`config.mk`:
```
export PLATFORM = sky130hd
export DESIGN_NAME = instruction_loader
export DESIGN_NICKNAME = d
export VERILOG_FILES = /design/src/rtl/tpu_pkg.sv /design/src/rtl/instruction_loader.sv
export SDC_FILE = /design/constraint.sdc
export NUM_CORES = 1
export LEC_CHECK = 0
export ABC_AREA = 1
export CORE_ASPECT_RATIO = 0.7
export CORE_MARGIN = 3
export CORE_UTILIZATION = 40
export DETAILED_ROUTE_END_ITERATION = 6
export PLACE_DENSITY_LB_ADDON = 0.15
export SYNTH_ARGS = -nofsm -noshare
export SYNTH_HDL_FRONTEND = slang
export SYNTH_SLANG_ARGS = --single-unit
```
`constraint.sdc`:
```
create_clock -name clk -period 2.3 [get_ports clk]
set_input_delay 0.46 -clock clk [delete_from_list [all_inputs] [get_ports clk]]
set_output_delay 0.46 -clock clk [all_outputs]
set_load 0.02 [all_outputs]
```
`src/rtl/tpu_pkg.sv`:
```
// Shared definitions for the TPU control path: instruction word layout,
// opcode encodings and the instruction-loader state enum.
package tpu_pkg;

    localparam int INSTR_W  = 16;
    localparam int OPCODE_W = 3;

    localparam logic [OPCODE_W-1:0] NO_OP       = 3'b000;
    localparam logic [OPCODE_W-1:0] LOAD_ADDR   = 3'b001;
    localparam logic [OPCODE_W-1:0] LOAD_WEIGHT = 3'b010;
    localparam logic [OPCODE_W-1:0] LOAD_INPUTS = 3'b011;
    localparam logic [OPCODE_W-1:0] COMPUTE     = 3'b100;
    localparam logic [OPCODE_W-1:0] STORE       = 3'b101;
    localparam logic [OPCODE_W-1:0] EXT         = 3'b111;

    typedef enum logic [2:0] {
        IDLE  = 3'd0,
        COUNT = 3'd1,
        HI    = 3'd2,
        LO    = 3'd3,
        CHK   = 3'd4,
        FIN   = 3'd5
    } loader_state_t;

endpackage

```
`src/rtl/instruction_loader.sv`:
```
// Byte-stream to instruction-memory loader: count byte N, then N 16-bit words high byte first.
// Optional trailing XOR checksum byte is enabled by defining INSTR_LOADER_CHECKSUM_EN.
module instruction_loader
    import tpu_pkg::*;
#(
    parameter int DEPTH  = 16,
    parameter int ADDR_W = $clog2(DEPTH)
) (
    input  logic                clk,
    input  logic                reset,
    input  logic                fetch_ins,
    input  logic [7:0]          ui_in,
    input  logic                in_valid,
    output logic                in_ready,
    output logic                wr_en,
    output logic [ADDR_W-1:0]   wr_addr,
    output logic [INSTR_W-1:0]  wr_data,
    output logic                busy,
    output logic                done,
    output logic                err,
    output logic [ADDR_W:0]     load_count
);

    localparam int         CNT_W     = ADDR_W + 1;
    localparam logic [8:0] DEPTH_LIM = 9'(DEPTH);

    loader_state_t     state_r;
    loader_state_t     state_next_s;
    logic              accept_s;
    logic              count_bad_s;
    logic              last_word_s;
    logic [CNT_W-1:0]  idx_r;
    logic [CNT_W-1:0]  idx_inc_s;
    logic [CNT_W-1:0]  n_r;
    logic [7:0]        hi_r;
    logic              in_ready_r;
    logic              wr_en_r;
    logic [ADDR_W-1:0] wr_addr_r;
    logic [INSTR_W-1:0] wr_data_r;
    logic              busy_r;
    logic              done_r;
    logic              err_r;
    logic [CNT_W-1:0]  load_count_r;
`ifdef INSTR_LOADER_CHECKSUM_EN
    logic [7:0]        csum_r;
`endif

    assign accept_s    = in_valid & in_ready_r;
    assign count_bad_s = ({1'b0, ui_in} > DEPTH_LIM);
    assign idx_inc_s   = idx_r + CNT_W'(1);
    assign last_word_s = (idx_inc_s == n_r);

    assign in_ready   = in_ready_r;
    assign wr_en      = wr_en_r;
    assign wr_addr    = wr_addr_r;
    assign wr_data    = wr_data_r;
    assign busy       = busy_r;
    assign done       = done_r;
    assign err        = err_r;
    assign load_count = load_count_r;

    // Next-state decode; every byte-consuming state holds until a byte is accepted.
    always_comb begin
        state_next_s = state_r;
        case (state_r)
            IDLE: begin
                if (fetch_ins) state_next_s = COUNT;
                else           state_next_s = IDLE;
            end
            COUNT: begin
                if (!accept_s)              state_next_s = COUNT;
                else if (ui_in == 8'd0)     state_next_s = FIN;
                else if (count_bad_s)       state_next_s = IDLE;
                else                        state_next_s = HI;
            end
            HI: begin
                if (accept_s) state_next_s = LO;
                else          state_next_s = HI;
            end
            LO: begin
                if (!accept_s)         state_next_s = LO;
                else if (!last_word_s) state_next_s = HI;
`ifdef INSTR_LOADER_CHECKSUM_EN
                else                   state_next_s = CHK;
`else
                else                   state_next_s = FIN;
`endif
            end
            CHK: begin
`ifdef INSTR_LOADER_CHECKSUM_EN
                if (!accept_s)              state_next_s = CHK;
                else if (ui_in == csum_r)   state_next_s = FIN;
                else                        state_next_s = IDLE;
`else
                state_next_s = IDLE;
`endif
            end
            FIN:     state_next_s = IDLE;
            default: state_next_s = IDLE;
        endcase
    end

    // State register.
    always_ff @(posedge clk or negedge reset) begin
        if (!reset) state_r <= IDLE;
        else        state_r <= state_next_s;
    end

    // Status outputs are registered from the next state so they track the FSM exactly.
    always_ff @(posedge clk or negedge reset) begin
        if (!reset) begin
            in_ready_r <= 1'b0;
            busy_r     <= 1'b0;
            done_r     <= 1'b0;
        end else begin
            in_ready_r <= (state_next_s == COUNT) || (state_next_s == HI) ||
                          (state_next_s == LO)    || (state_next_s == CHK);
            busy_r     <= (state_next_s != IDLE);
            done_r     <= (state_next_s == FIN);
        end
    end

    // Word assembly, write strobe, error and count bookkeeping.
    always_ff @(posedge clk or negedge reset) begin
        if (!reset) begin
            idx_r        <= '0;
            n_r          <= '0;
            hi_r         <= 8'd0;
            wr_en_r      <= 1'b0;
            wr_addr_r    <= '0;
            wr_data_r    <= 16'd0;
            err_r        <= 1'b0;
            load_count_r <= '0;
`ifdef INSTR_LOADER_CHECKSUM_EN
            csum_r       <= 8'd0;
`endif
        end else begin
            wr_en_r <= 1'b0;
            case (state_r)
                IDLE: begin
                    if (fetch_ins) begin
                        err_r        <= 1'b0;
                        load_count_r <= '0;
                        idx_r        <= '0;
`ifdef INSTR_LOADER_CHECKSUM_EN
                        csum_r       <= 8'd0;
`endif
                    end
                end
                COUNT: begin
                    if (accept_s) begin
                        n_r <= CNT_W'(ui_in);
                        if (count_bad_s) err_r <= 1'b1;
                    end
                end
                HI: begin
                    if (accept_s) begin
                        hi_r <= ui_in;
`ifdef INSTR_LOADER_CHECKSUM_EN
                        csum_r <= csum_r ^ ui_in;
`endif
                    end
                end
                LO: begin
                    if (accept_s) begin
                        wr_en_r   <= 1'b1;
                        wr_addr_r <= idx_r[ADDR_W-1:0];
                        wr_data_r <= {hi_r, ui_in};
                        idx_r     <= idx_inc_s;
                        if (last_word_s) load_count_r <= n_r;
`ifdef INSTR_LOADER_CHECKSUM_EN
                        csum_r    <= csum_r ^ ui_in;
`endif
                    end
                end
                CHK: begin
`ifdef INSTR_LOADER_CHECKSUM_EN
                    // A bad checksum keeps load_count at zero; the words stay written.
                    if (accept_s && (ui_in != csum_r)) begin
                        err_r        <= 1'b1;
                        load_count_r <= '0;
                    end
`endif
                end
                default: begin
                end
            endcase
        end
    end

endmodule

```
==> results_dict.tcl, run 1 <==
set metrics [dict create \
    fmax_mhz 553 \
    numClockSinks 51 \
    drc 0 \
    ys_ff_latch 51 \
    drv_cap 0 \
    path_buf_inv 1 \
    clockBufferDepth 2 \
    grt_pass1_vias 1718 \
    drive_above_1_share 0.131 \
    crit_top_cell "nand2_1" \
    fin_util 0.540 \
    num_rows 22 \
    grt_overflow_total 0 \
    yosysTopAreaCellShare 0.570 \
    post_drt_wl_per_cell_um 13.2 \
    grt_pass1_wl_um 8480 \
    grt.total_usage 0.173 \
    gp_congestion 0.786 \
    yosysSeqAreaShare 0.570 \
    numCtsBuffers 5 \
    ctsHoldBuffers 0 \
    yosys_warnings 0 \
    cts_root_buf "clkbuf_8" \
    drt-initial-drc-count 74 \
    start_util 0.422 \
    ioPinCount 42 \
    criticalPathCategory "flip-flop to flip-flop" \
    final_area_um2 2870 \
    synth_area_leader_cell "dfrtp_1" \
    fin_skew_ns 0.0147 \
    leakagePower_uw 0.00136 \
    area_growth_syn_to_layout_pct 28.0 \
    grt_max_degree 28 \
    port_buffers 41 \
    period_share 0.787 \
    routed_wl_um 4870 \
    clock_latency_ns 0.31 \
    hpwl_um 3610 \
    critPathMaxStageDelay_ns 0.46 \
    vias_per_cell 4.68 \
    worst_pin_slew_ns 0.587 \
    yosys-top-cells-area "dfrtp_1, nand2_1, inv_1, o21ai_0, o21ai_1" \
    vias 1731 \
    synth_cell_types 28 \
    cts_tree "yes" \
    start_kind "flip-flop" \
    ant_nets 0 \
    fin_nets 310 \
    drt_pass1_iterations 4 \
    arrival_ns 2.02 \
    required_ns 2.51 \
    clk_pin_slew_ns 0.09 \
    drv_slew 0 \
    cts_resized 0 \
    crit_family "simple AND/OR/NAND/NOR gates" \
    synthCells 249 \
    post_cts_buffers 0 \
    synth_nets 262 \
    design.core.area_um2 5310 \
    worstHoldPathType "input port to async pin" \
    cts_htree_levels 2 \
    hold_viol 0 \
    slowest_stage "dfrtp_1" \
    slew_headroom 0.608 \
    die_w_um 95.4 \
    antenna_found_initial 0 \
    power_density_nw_per_um2 1130 \
    die_y_um 68.6 \
    outcome "finished, final reports clean" \
    critPathCaptureType "flip-flop" \
    syn-cell-area_um2 2240 \
    peakVddDrop_mv 0.567 \
    fin_crit_ns 1.81 \
    fin_hold_ws_ns 0.139 \
    dpl-instance-area_um2 2760 \
    cp_cell_sequence "ha_1 -> inv_1 -> nand2_1 -> nand2_1 -> nor2_1 -> nand3_2 -> nor2_4 -> nand4_4 -> nand2_4 -> nand2_4 -> nand2_1 -> nand2_1" \
    finalPower_uw 3240 \
    finalSetupViolCount 0 \
    worstPathMaxFanout 6 \
    rsz0062_at_grt "no" \
    die_area_um2 6550 \
    n_fill_cell 503 \
    avgSynthCellArea_um2 8.99 \
    antenna_cells 0 \
    fin_tns_setup_ns 0 \
]
kinds of logic (layout without fill, tap and decap cells):
logic type      after synthesis  count (layout)  share of synthesized area
compound gates               41              41                     0.0972
flops                        51              51                      0.570
simple gates                118             118                      0.259
fa+ha+maj                     1               1                    0.00559
buf+inv                      38              87                     0.0687
routing by layer:
| metal | track usage | up-vias | wire, µm |
|---|---|---|---|
| li1 | - | 888 | - |
| met1 | 0.240 | 808 | 2480 |
| met2 | 0.264 | 27 | 2100 |
| met3 | 0.0423 | 8 | 217 |
| met4 | 0.0638 | 0 | 71 |
| met5 | 0 | - | 0 |
Yosys cell counts, drive strengths merged:
cell    count
nand3      13
nand3b      1
nand2      79
buf         5
nor2       16
nand4       6
inv        33
a21oi       4
o21bai      1
dfrtp      51
a21boi      1
nor3        3
o21ai      35
ha          1
path summary, 6_finish.rpt:
path | start | slack (ns) | end | depth (start not counted)
max | idx_r[0] | 0.49 | load_count[2] | 12
min | reset | 0.14 | wr_data[6] | 1
max reg2reg | idx_r[0] | 0.49 | load_count[2] | 12
min reg2reg | wr_data[7] | 0.48 | wr_data[7] | 2
max in group asynchronous | reset | 1.61 | n_r[0] | 2
min in group clk | wr_data[7] | 0.48 | wr_data[7] | 2
worst reg2reg max path, stage by stage, from the launching register on:
cell and delay, ns:
dfrtp_1 0.46, ha_1 0.35, inv_1 0.05, nand2_1 0.05, nand2_1 0.05, nor2_1 0.12
nand3_2 0.09, nor2_4 0.11, nand4_4 0.13, nand2_4 0.13, nand2_4 0.08, nand2_1 0.06
nand2_1 0.05
sequential cells by signal, indices dropped and copies added (netlist names), 3 cells and up:
register and cells:
wr_data 16, hi_r 8, idx_r 5, load_count 5, n_r 5, wr_addr 4, state_r 3
cells in the final DEF, fill, tap and decap left out, types with 2 or more instances in the layout:
cell	n
inv_2	7
o21ai_1	15
nand3_1	11
inv_1	26
clkbuf_8	5
nand2_2	4
clkdlybuf4s50_1	40
dfrtp_1	51
a21oi_1	3
nand3_2	2
nand2_4	2
nand4_1	4
nor2_4	3
buf_4	4
nand2_1	73
o21ai_0	19
nor2_1	12
where the power goes:
group | internal, µW | switching (µW) | total [µW]
Combinational | 540 | 713 | 1250
Clock | 324 | 304 | 628
Sequential | 1180 | 177 | 1360
Total | 2040 | 1190 | 3240
final cells by class:
type                            instances  area [µm²]  share of cell area
Sequential cell                        51        1280               0.445
Multi-Input combinational cell        160         810               0.282
Timing Repair Buffer                   46         455               0.159
Inverter                               33         124              0.0432
Tap cell                               72        90.1              0.0314
Clock buffer                            5        68.8              0.0240
Clock inverter                          3        43.8              0.0153
through the flow:
stage	cells	setup slack [ns]
6_report	370	0.490
3_5_place_dp	362	0.330
2_1_floorplan	249	0.650
4_1_cts	370	0.452
3_3_place_gp	362	0.357
5_1_grt	370	0.262
No activity file was read; power rests on OpenSTA's default activity.
==> inputs of run 2 (changes only) <==
Clock period 2.3 ns to 1.6 ns, I/O delays scaled along.
==> run 2 against run 1 <==
Compared with the run above: the run now ends with negative hold slack, negative setup slack left; cell area increased by 5.3%; clock power increased by 19%; maximum frequency increased by 7.4%; highest routed layer unchanged.
==> results_dict.tcl, run 2 (synthesis results as in run 1) <==
set metrics [dict create \
    worst_pin_slew_ns 0.268 \
    design.core.area_um2 5310 \
    period_share 1.05 \
    fin_skew_ns 0.00585 \
    vias 1758 \
    ioPinCount 42 \
    cts_htree_levels 2 \
    fin_crit_ns 1.68 \
    num_rows 22 \
    start_kind "flip-flop" \
    arrival_ns 1.88 \
    rr_startpoint "idx_r[0]" \
    hold_viol 6 \
    placed_cells 377 \
    drive_above_1_share 0.196 \
    timing.rr.end "load_count[3]" \
    drv_cap 0 \
    worstPathMaxFanout 6 \
    grt_pass1_wl_um 7900 \
    hpwl_um 3440 \
    clk_pin_slew_ns 0.08 \
    die_y_um 68.6 \
    grt_use_met3 0.0445 \
    setup_ws_ns -0.0846 \
    required_ns 1.80 \
    reg2reg_depth 12 \
    outcome "finished with violations" \
    vias_per_cell 4.58 \
    critPathCaptureType "flip-flop" \
    leakagePower_uw 0.00165 \
    slew_headroom 0.822 \
    port_buffers 41 \
    largest_reg_flops 16 \
    start_util 0.422 \
    grtUsageMet1 0.222 \
    slowest_stage "dfrtp_1" \
    numCtsBuffers 5 \
    cp_cell_sequence "ha_4 -> inv_2 -> nand2_2 -> nand2_2 -> nor2_2 -> nand3_2 -> nor2_4 -> nand4_4 -> nand2_4 -> nand2_4 -> nand2_1 -> nand2_1" \
    worstHoldPathType "input port to async pin" \
    die_w_um 95.4 \
    drv_slew 0 \
    ctsHoldBuffers 0 \
    area_growth_syn_to_layout_pct 34.8 \
    ant_nets 0 \
    final_cell_mix "nand2_1, dfrtp_1, inv_1, o21ai_0, buf_4" \
    criticalPathCategory "flip-flop to flip-flop" \
    antenna_cells 0 \
    die_area_um2 6550 \
    clockBufferDepth 2 \
    grt.total_usage 0.160 \
    post_drt_wl_per_cell_um 12.1 \
    grt_pass1_vias 1711 \
    grt_overflow_total 0 \
    post_cts_buffers 0 \
    violations "negative hold slack, negative setup slack" \
    final_cells 384 \
    cts_root_buf "clkbuf_8" \
    antenna_found_initial 0 \
    grt_use_met2 0.242 \
    critPathMaxStageDelay_ns 0.42 \
    fmax_mhz 594 \
    cts_tree "yes" \
    fin_hold_ws_ns -0.00754 \
    gp_congestion 0.816 \
    clock_latency_ns 0.30 \
    drc 0 \
    drt-initial-drc-count 118 \
    peakVddDrop_mv 0.677 \
    mostFrequentLayoutCell "nand2_1" \
    fin_util 0.568 \
    grt.busiest_layer "met2" \
    drt_pass1_iterations 4 \
    fin_nets 325 \
    routed_wl_um 4640 \
    ff2ff_setup_slack_ns -0.08 \
    power_density_nw_per_um2 1490 \
    grt_max_degree 52 \
    numClockSinks 51 \
    rsz0062_at_grt "yes" \
    finalSetupViolCount 7 \
]
[run 2: cell count changes in the layout (fill, tap and decap cells not counted), moves of 2 or more]
| cell | before | now |
|---|---|---|
| clkdlybuf4s50_1 | 40 | 11 |
| dlymetal6s2s_1 | 0 | 16 |
| buf_4 | 4 | 18 |
| dlygate4sd2_1 | 0 | 13 |
| nand2_1 | 73 | 69 |
| nand2_2 | 4 | 8 |
| nor2_1 | 12 | 10 |
| nor2_2 | 1 | 3 |
[run 2: routing by layer]
metal	vias up	wire, µm	part of all wire
met5	-	0	0
met4	0	43	0.0093
met2	34	1960	0.42
met3	5	234	0.050
li1	915	-	-
met1	804	2400	0.52
[run 2: worst max-delay path, delay by kind of cell, from the launching register on]
kind,cells,cell delay (ns)
fa+ha+maj,1,0.29
buf+inv,1,0.03
flops,1,0.42
simple gates,10,0.84
[run 2: timing repair]
item	in CTS	in global routing
endpoints found under the setup margin	19	26
pin swaps	2	7
gates resized for setup	15	21
[run 2: worst max-delay path by stage]
| stage | from | endpoint | cells past startpoint |
|---|---|---|---|
| after detailed placement | in_valid | busy | 8 |
| after global placement | ui_in[1] | in_ready | 7 |
| after floorplan | idx_r[0] | load_count[0] | 12 |
| after global routing | idx_r[0] | load_count[2] | 12 |
| after CTS | idx_r[1] | in_ready | 12 |
| final | idx_r[0] | load_count[3] | 12 |
[run 2: area by class of cell]
type,instances,area (µm²)
fill,504,2290
tap,72,90.1
sequential,51,1280
multi-input combinational,160,837
clock inverter,1,5.00
inverter,33,124
timing repair buffer,61,604
clock buffer,6,82.6
[run 2: per-stage QoR]
| step | hold slack [ns] | area, µm² | setup WS, ns | TNS, ns | power (µW) |
|---|---|---|---|---|---|
| CTS | 0.00138 | 2970 | -0.0917 | -0.594 | 4560 |
| floorplan | 0.0244 | 2250 | -0.0415 | -0.207 | 3010 |
| global route | 0.00990 | 3020 | -0.224 | -1.51 | 4850 |
| finish | -0.00754 | 3020 | -0.0846 | -0.455 | 4510 |
| detailed placement | 0.332 | 2890 | -0.152 | -1.29 | 3880 |
| global placement | 0.334 | 2890 | -0.140 | -1.20 | 3870 |
[run 2: where the power goes]
| part | internal (µW) | switching (µW) |
|---|---|---|
| sequential | 1690 | 210 |
| combinational | 771 | 1080 |
| clock | 340 | 408 |
